## src/rtl/led_pkg.sv

```systemverilog
// Shared definitions for the LED activity indicator slice:
// display mode encodings and a constant-evaluable ceil(log2) helper.
package led_pkg;

   typedef enum logic [1:0] {
      LED_DIRECT  = 2'b00,
      LED_STRETCH = 2'b01,
      LED_DIM     = 2'b10,
      LED_TEST    = 2'b11
   } led_mode_e;

   // Minimum result of 1 keeps degenerate parameters from making zero-width vectors.
   function automatic int clog2(input int value);
      int r;
      r = 0;
      for (int i = 0; i < 32; i++) begin
         if ((longint'(1) << i) < longint'(value)) begin
            r = i + 1;
         end
      end
      return (r < 1) ? 1 : r;
   endfunction

endpackage

```

## src/rtl/led_chan.sv

```systemverilog
// One activity channel: input synchroniser, hold (stretch) counter
// and registered output mux selected by display mode.
module led_chan
   import led_pkg::*;
#(
   parameter int HOLD_TICKS = 5000,
   parameter int HOLD_W     = 13
) (
   input  logic      clk,
   input  logic      rst_n,
   input  logic      act,
   input  logic      tick,
   input  led_mode_e mode,
   input  logic      dim_on,
   output logic      led
);

   logic              act_m;
   logic              act_s;
   logic [HOLD_W-1:0] hold;
   logic              stretched;

   assign stretched = act_s | (hold != '0);

   always_ff @(posedge clk or negedge rst_n) begin
      if (!rst_n) begin
         act_m <= 1'b0;
         act_s <= 1'b0;
      end else begin
         act_m <= act;
         act_s <= act_m;
      end
   end

   // Reload has priority over the tick-driven decrement.
   always_ff @(posedge clk or negedge rst_n) begin
      if (!rst_n) begin
         hold <= '0;
      end else if (act_s) begin
         hold <= HOLD_W'(HOLD_TICKS);
      end else if (tick && (hold != '0)) begin
         hold <= hold - HOLD_W'(1);
      end
   end

   always_ff @(posedge clk or negedge rst_n) begin
      if (!rst_n) begin
         led <= 1'b0;
      end else begin
         unique case (mode)
            LED_DIRECT:  led <= act_s;
            LED_STRETCH: led <= stretched;
            LED_DIM:     led <= stretched & dim_on;
            LED_TEST:    led <= 1'b1;
            default:     led <= 1'b0;
         endcase
      end
   end

endmodule

```

## src/rtl/led_activity.sv

```systemverilog
// Per-cog activity LEDs with pulse stretching, PWM dimming and lamp test.
// Shared tick prescaler and PWM counter feed NUMCOGS channel instances.
module led_activity
   import led_pkg::*;
#(
   parameter int NUMCOGS    = 8,
   parameter int PRESCALE   = 16000,
   parameter int HOLD_TICKS = 5000,
   parameter int PWM_W      = 4
) (
   input  logic               clock_160,
   input  logic               inp_resn,
   input  logic [NUMCOGS-1:0] cog_act,
   input  logic [1:0]         mode,
   input  logic [PWM_W-1:0]   duty,
   output logic [NUMCOGS-1:0] ledg
);

   localparam int PS_W   = clog2(PRESCALE);
   localparam int HOLD_W = clog2(HOLD_TICKS + 1);

   logic [1:0]       rst_q;
   logic             rst_n;
   logic [PS_W-1:0]  ps_cnt;
   logic             tick;
   logic [PWM_W-1:0] pwm_cnt;
   logic             dim_on;
   led_mode_e        mode_e;

   // Assert passes straight through; release is retimed by two flops.
   always_ff @(posedge clock_160 or negedge inp_resn) begin
      if (!inp_resn) begin
         rst_q <= 2'b00;
      end else begin
         rst_q <= {rst_q[0], 1'b1};
      end
   end

   assign rst_n = rst_q[1];

   assign tick = (ps_cnt == PS_W'(PRESCALE - 1));

   always_ff @(posedge clock_160 or negedge rst_n) begin
      if (!rst_n) begin
         ps_cnt <= '0;
      end else if (tick) begin
         ps_cnt <= '0;
      end else begin
         ps_cnt <= ps_cnt + PS_W'(1);
      end
   end

   always_ff @(posedge clock_160 or negedge rst_n) begin
      if (!rst_n) begin
         pwm_cnt <= '0;
      end else if (tick) begin
         pwm_cnt <= pwm_cnt + PWM_W'(1);
      end
   end

   assign dim_on = (pwm_cnt < duty);
   assign mode_e = led_mode_e'(mode);

   for (genvar i = 0; i < NUMCOGS; i++) begin : g_chan
      led_chan #(
         .HOLD_TICKS (HOLD_TICKS),
         .HOLD_W     (HOLD_W)
      ) u_chan (
         .clk    (clock_160),
         .rst_n  (rst_n),
         .act    (cog_act[i]),
         .tick   (tick),
         .mode   (mode_e),
         .dim_on (dim_on),
         .led    (ledg[i])
      );
   end

endmodule

```

## config.mk

```make
export PLATFORM = sky130hd
export DESIGN_NAME = led_activity
export DESIGN_NICKNAME = d
export VERILOG_FILES = /design/src/rtl/led_pkg.sv /design/src/rtl/led_chan.sv /design/src/rtl/led_activity.sv
export SDC_FILE = /design/constraint.sdc
export NUM_CORES = 1
export LEC_CHECK = 0
export ABC_AREA = 1
export BUFFER_PORTS_ARGS = -buffer_cell sky130_fd_sc_hd__clkbuf_2
export CELL_PAD_IN_SITES_DETAIL_PLACEMENT = 1
export CELL_PAD_IN_SITES_GLOBAL_PLACEMENT = 2
export CORE_MARGIN = 2
export CORE_UTILIZATION = 36
export DETAILED_ROUTE_END_ITERATION = 10
export PLACE_DENSITY = 0.83
export SLEW_MARGIN = 20
export SYNTH_ARGS = -nofsm -noshare
export SYNTH_HDL_FRONTEND = slang
export SYNTH_SLANG_ARGS = --single-unit
export TNS_END_PERCENT = 50
```

## constraint.sdc

```tcl
create_clock -name clock_160 -period 4.9 [get_ports clock_160]
set_input_delay 0.245 -clock clock_160 [delete_from_list [all_inputs] [get_ports clock_160]]
set_output_delay 0.245 -clock clock_160 [all_outputs]
set_load 0.02 [all_outputs]
```

==> metrics.cfg <==
[critical_path]
arrival_ns = 2.65
r2r-start = ps_cnt[0]
critPathMaxFanout = 14
end_kind = register
reg2reg_depth = 9
crit_start = ps_cnt[0]
r2r-end = g_chan[7].u_chan.hold[9]
start_kind = register
critPathRequiredTime_ns = 5.26
crit_end = g_chan[7].u_chan.hold[9]
criticalPathCategory = reg2reg
r2r_setup_slack_ns = 2.61

[final_layout]
area_growth_pct = 11.7
drive_above_1_share = 0.0613
diodes = 0
final_nets = 1362
fillCellCount = 3236

[synthesis]
syn_avg_cell_area_um2 = 6.93
yosysSeqAreaShare = 0.409
synthCells = 1305
ys.flop_type = dfrtp_1
synth_nets = 1342
synth.distinct_cells = 32
synth-seq-cells = 148
yosysWarningCount = 0
syn_area_um2 = 9050
async_flop_share = 1.00
synth_edf_count = 0

[clock_tree]
h-tree-depth = 4
cts_root_buf = clkbuf_16
cts_tree = built
clkLatencyLatePin_ns = 0.43
clock_sinks = 148
cts_made_buffers = 17
cts_resized = 0
path_clk_slew_ns = 0.06
cts.path.max_buffers = 2

[die]
coreArea_um2 = 25000
start_util = 0.363
io-pin-count = 24
num_rows = 58
dieArea_um2 = 26400
die_h_um = 163
die_x_um = 163

[placed_design]
dp_hpwl_mm = 16.8
place_congestion = 0.837
port_buffers = 23
pre_cts_ws_ns = 2.61

[power_and_ir_drop]
p_leak_nw = 5.17
switching_power_mw = 0.928
p_int_mw = 2.33
p_sw_frac = 0.285
worst_ir_drop_vdd_mv = 0.178
powerDensity_nw_per_um2 = 322
combPwrFrac = 0.143
pwr-share-seq = 0.420
clkPwrFrac = 0.437

[route]
drc_errors = 0
vias = 8298
wire_per_inst_um = 14.3
drt_iter0_markers = 351
via_per_inst = 4.97
drt_pre_antenna_iters = 5
routed_wl_mm = 23.8
drtAntennaViolNets = 0

[flow_run]
max_cap_violations = 0

[grt]
grt-ovfl-total = 0
grt_pass1_vias = 8589
antenna_found_initial = 0
grt_max_degree = 109
grt_pass1_wl_mm = 42.0
grt_usage = 0.193

[sta]
setup_violations = 0
grt_setup_unrepaired = false
hold_viol = 0
tightest_slew_ns = 0.829
fmax_ghz = 0.437
slew_headroom = 0.444
clock_skew_ns = 0.0133
finalSetupTns_ns = 0
maxSlewViolCount = 0
finalCritPeriodShare = 0.467
period_needed_ns = 2.29
setup_ws_ns = 2.61

[worst_hold_path]
worst_hold_path_type = in2async

[status]
outcome = finished, final reports clean

## critical path: stages, from the launching register on
cell	delay, ns
dfrtp_1	0.37
ha_1	0.25
nand3_2	0.14
nor2_4	0.13
nand2_4	0.09
nor2_8	0.31
nand2_1	0.41
nand2_1	0.34
nand2_1	0.10
nand2_1	0.09
## flip-flops by register name, indices dropped and copies added (netlist names)
| name | count |
|---|---|
| ps_cnt | 14 |
| g_chan.u_chan.led | 8 |
| g_chan.u_chan.hold | 104 |
| pwm_cnt | 4 |
| g_chan.u_chan.act_m | 8 |
| rst_q | 2 |
| g_chan.u_chan.act_s | 8 |
## routing by layer
| layer | global-route usage | routed length, um |
|---|---|---|
| met5 | 0 | 0 |
| met1 | 0.257 | 11800 |
| met4 | 0.0447 | 172 |
| met3 | 0.0300 | 388 |
| met2 | 0.333 | 11500 |
## cells in the mapped netlist (2+ instances only)
cell type / n / area [um^2]
nand3b_1: 13 / 97.6
clkinv_1: 5 / 18.8
a21oi_1: 4 / 20.0
or2_2: 2 / 12.5
xor2_1: 13 / 114
buf_6: 6 / 67.6
o21ai_0: 52 / 260
ha_1: 21 / 263
nand3_2: 5 / 50.1
nand4_1: 45 / 282
nand3_1: 200 / 1000
nand2_1: 397 / 1490
nor3_1: 14 / 70.1
xnor2_1: 3 / 26.3
nand2_2: 9 / 56.3
inv_1: 151 / 567
inv_2: 2 / 7.51
o21ai_1: 5 / 25.0
buf_1: 2 / 7.51
nand2_4: 6 / 67.6
nor2_1: 172 / 646
buf_4: 9 / 67.6
dfrtp_1: 148 / 3700
clkbuf_1: 13 / 48.8
## layout make-up
cell class / count / area (um^2) / area share
Clock buffer: 21 / 460 / 0.0455
Clock inverter: 11 / 174 / 0.0172
Inverter: 158 / 593 / 0.0587
Multi-Input combinational cell: 967 / 4540 / 0.449
Sequential cell: 148 / 3710 / 0.367
Tap cell: 330 / 413 / 0.0408
Timing Repair Buffer: 33 / 225 / 0.0223
## cell families after synthesis
kind of cell               synth area share
and+or+nand+nor                       0.421
adders and majority gates            0.0290
AOI/OAI and AO/OA                    0.0354
xor gates and xnor gates             0.0155
other                              0.000414
buffers and inverters                0.0895
DFF                                   0.409
## power groups by stage
stage / registers, mW / clock network [mW] / logic (mW)
after global routing: 1.38 / 1.51 / 0.551
after CTS: 1.37 / 1.46 / 0.475
after detailed placement: 1.39 / 0 / 0.467
final: 1.37 / 1.42 / 0.465
after global placement: 1.39 / 0 / 0.454
after floorplan: 1.38 / 0 / 0.351
## metrics by stage
step | hold slack (ns) | total power [mW] | util | area [um^2] | instances
after global placement | 0.0327 | 1.84 | 0.376 | 9390 | 1627
after detailed placement | 0.0356 | 1.86 | 0.376 | 9390 | 1627
after CTS | 0.115 | 3.30 | 0.405 | 10100 | 1668
after floorplan | -0.0506 | 1.73 | - | 9050 | 1305
final | 0.128 | 3.25 | 0.405 | 10100 | 1668
after global routing | 0.123 | 3.44 | 0.405 | 10100 | 1668
## what timing repair did
action,in CTS,in global routing
hold endpoints to repair,10,0
buffers inserted,0,0
hold buffers,9,0
## how the worst min path moves through the flow
stage,to,slack (ns),cells past startpoint
floorplan,rst_q[0],-0.05,0
CTS,rst_q[1],0.11,2
global placement,rst_q[0],0.03,1
finish,rst_q[1],0.13,2
detailed placement,rst_q[0],0.04,1
global route,rst_q[1],0.12,2
## cell usage in the layout (no fill, tap or decap), types with 13 or more instances in the layout
| cell | Yosys | layout |
|---|---|---|
| xor2_1 | 13 | 13 |
| inv_1 | 151 | 151 |
| clkbuf_2 | 0 | 23 |
| nand3_1 | 200 | 200 |
| nand2_1 | 397 | 397 |
| nor3_1 | 14 | 14 |
| o21ai_0 | 52 | 52 |
| clkbuf_16 | 0 | 17 |
| nor2_1 | 172 | 172 |
| dfrtp_1 | 148 | 147 |
| nand3b_1 | 13 | 13 |
| ha_1 | 21 | 21 |
| nand4_1 | 45 | 45 |
(Power assumes the default switching activity.)
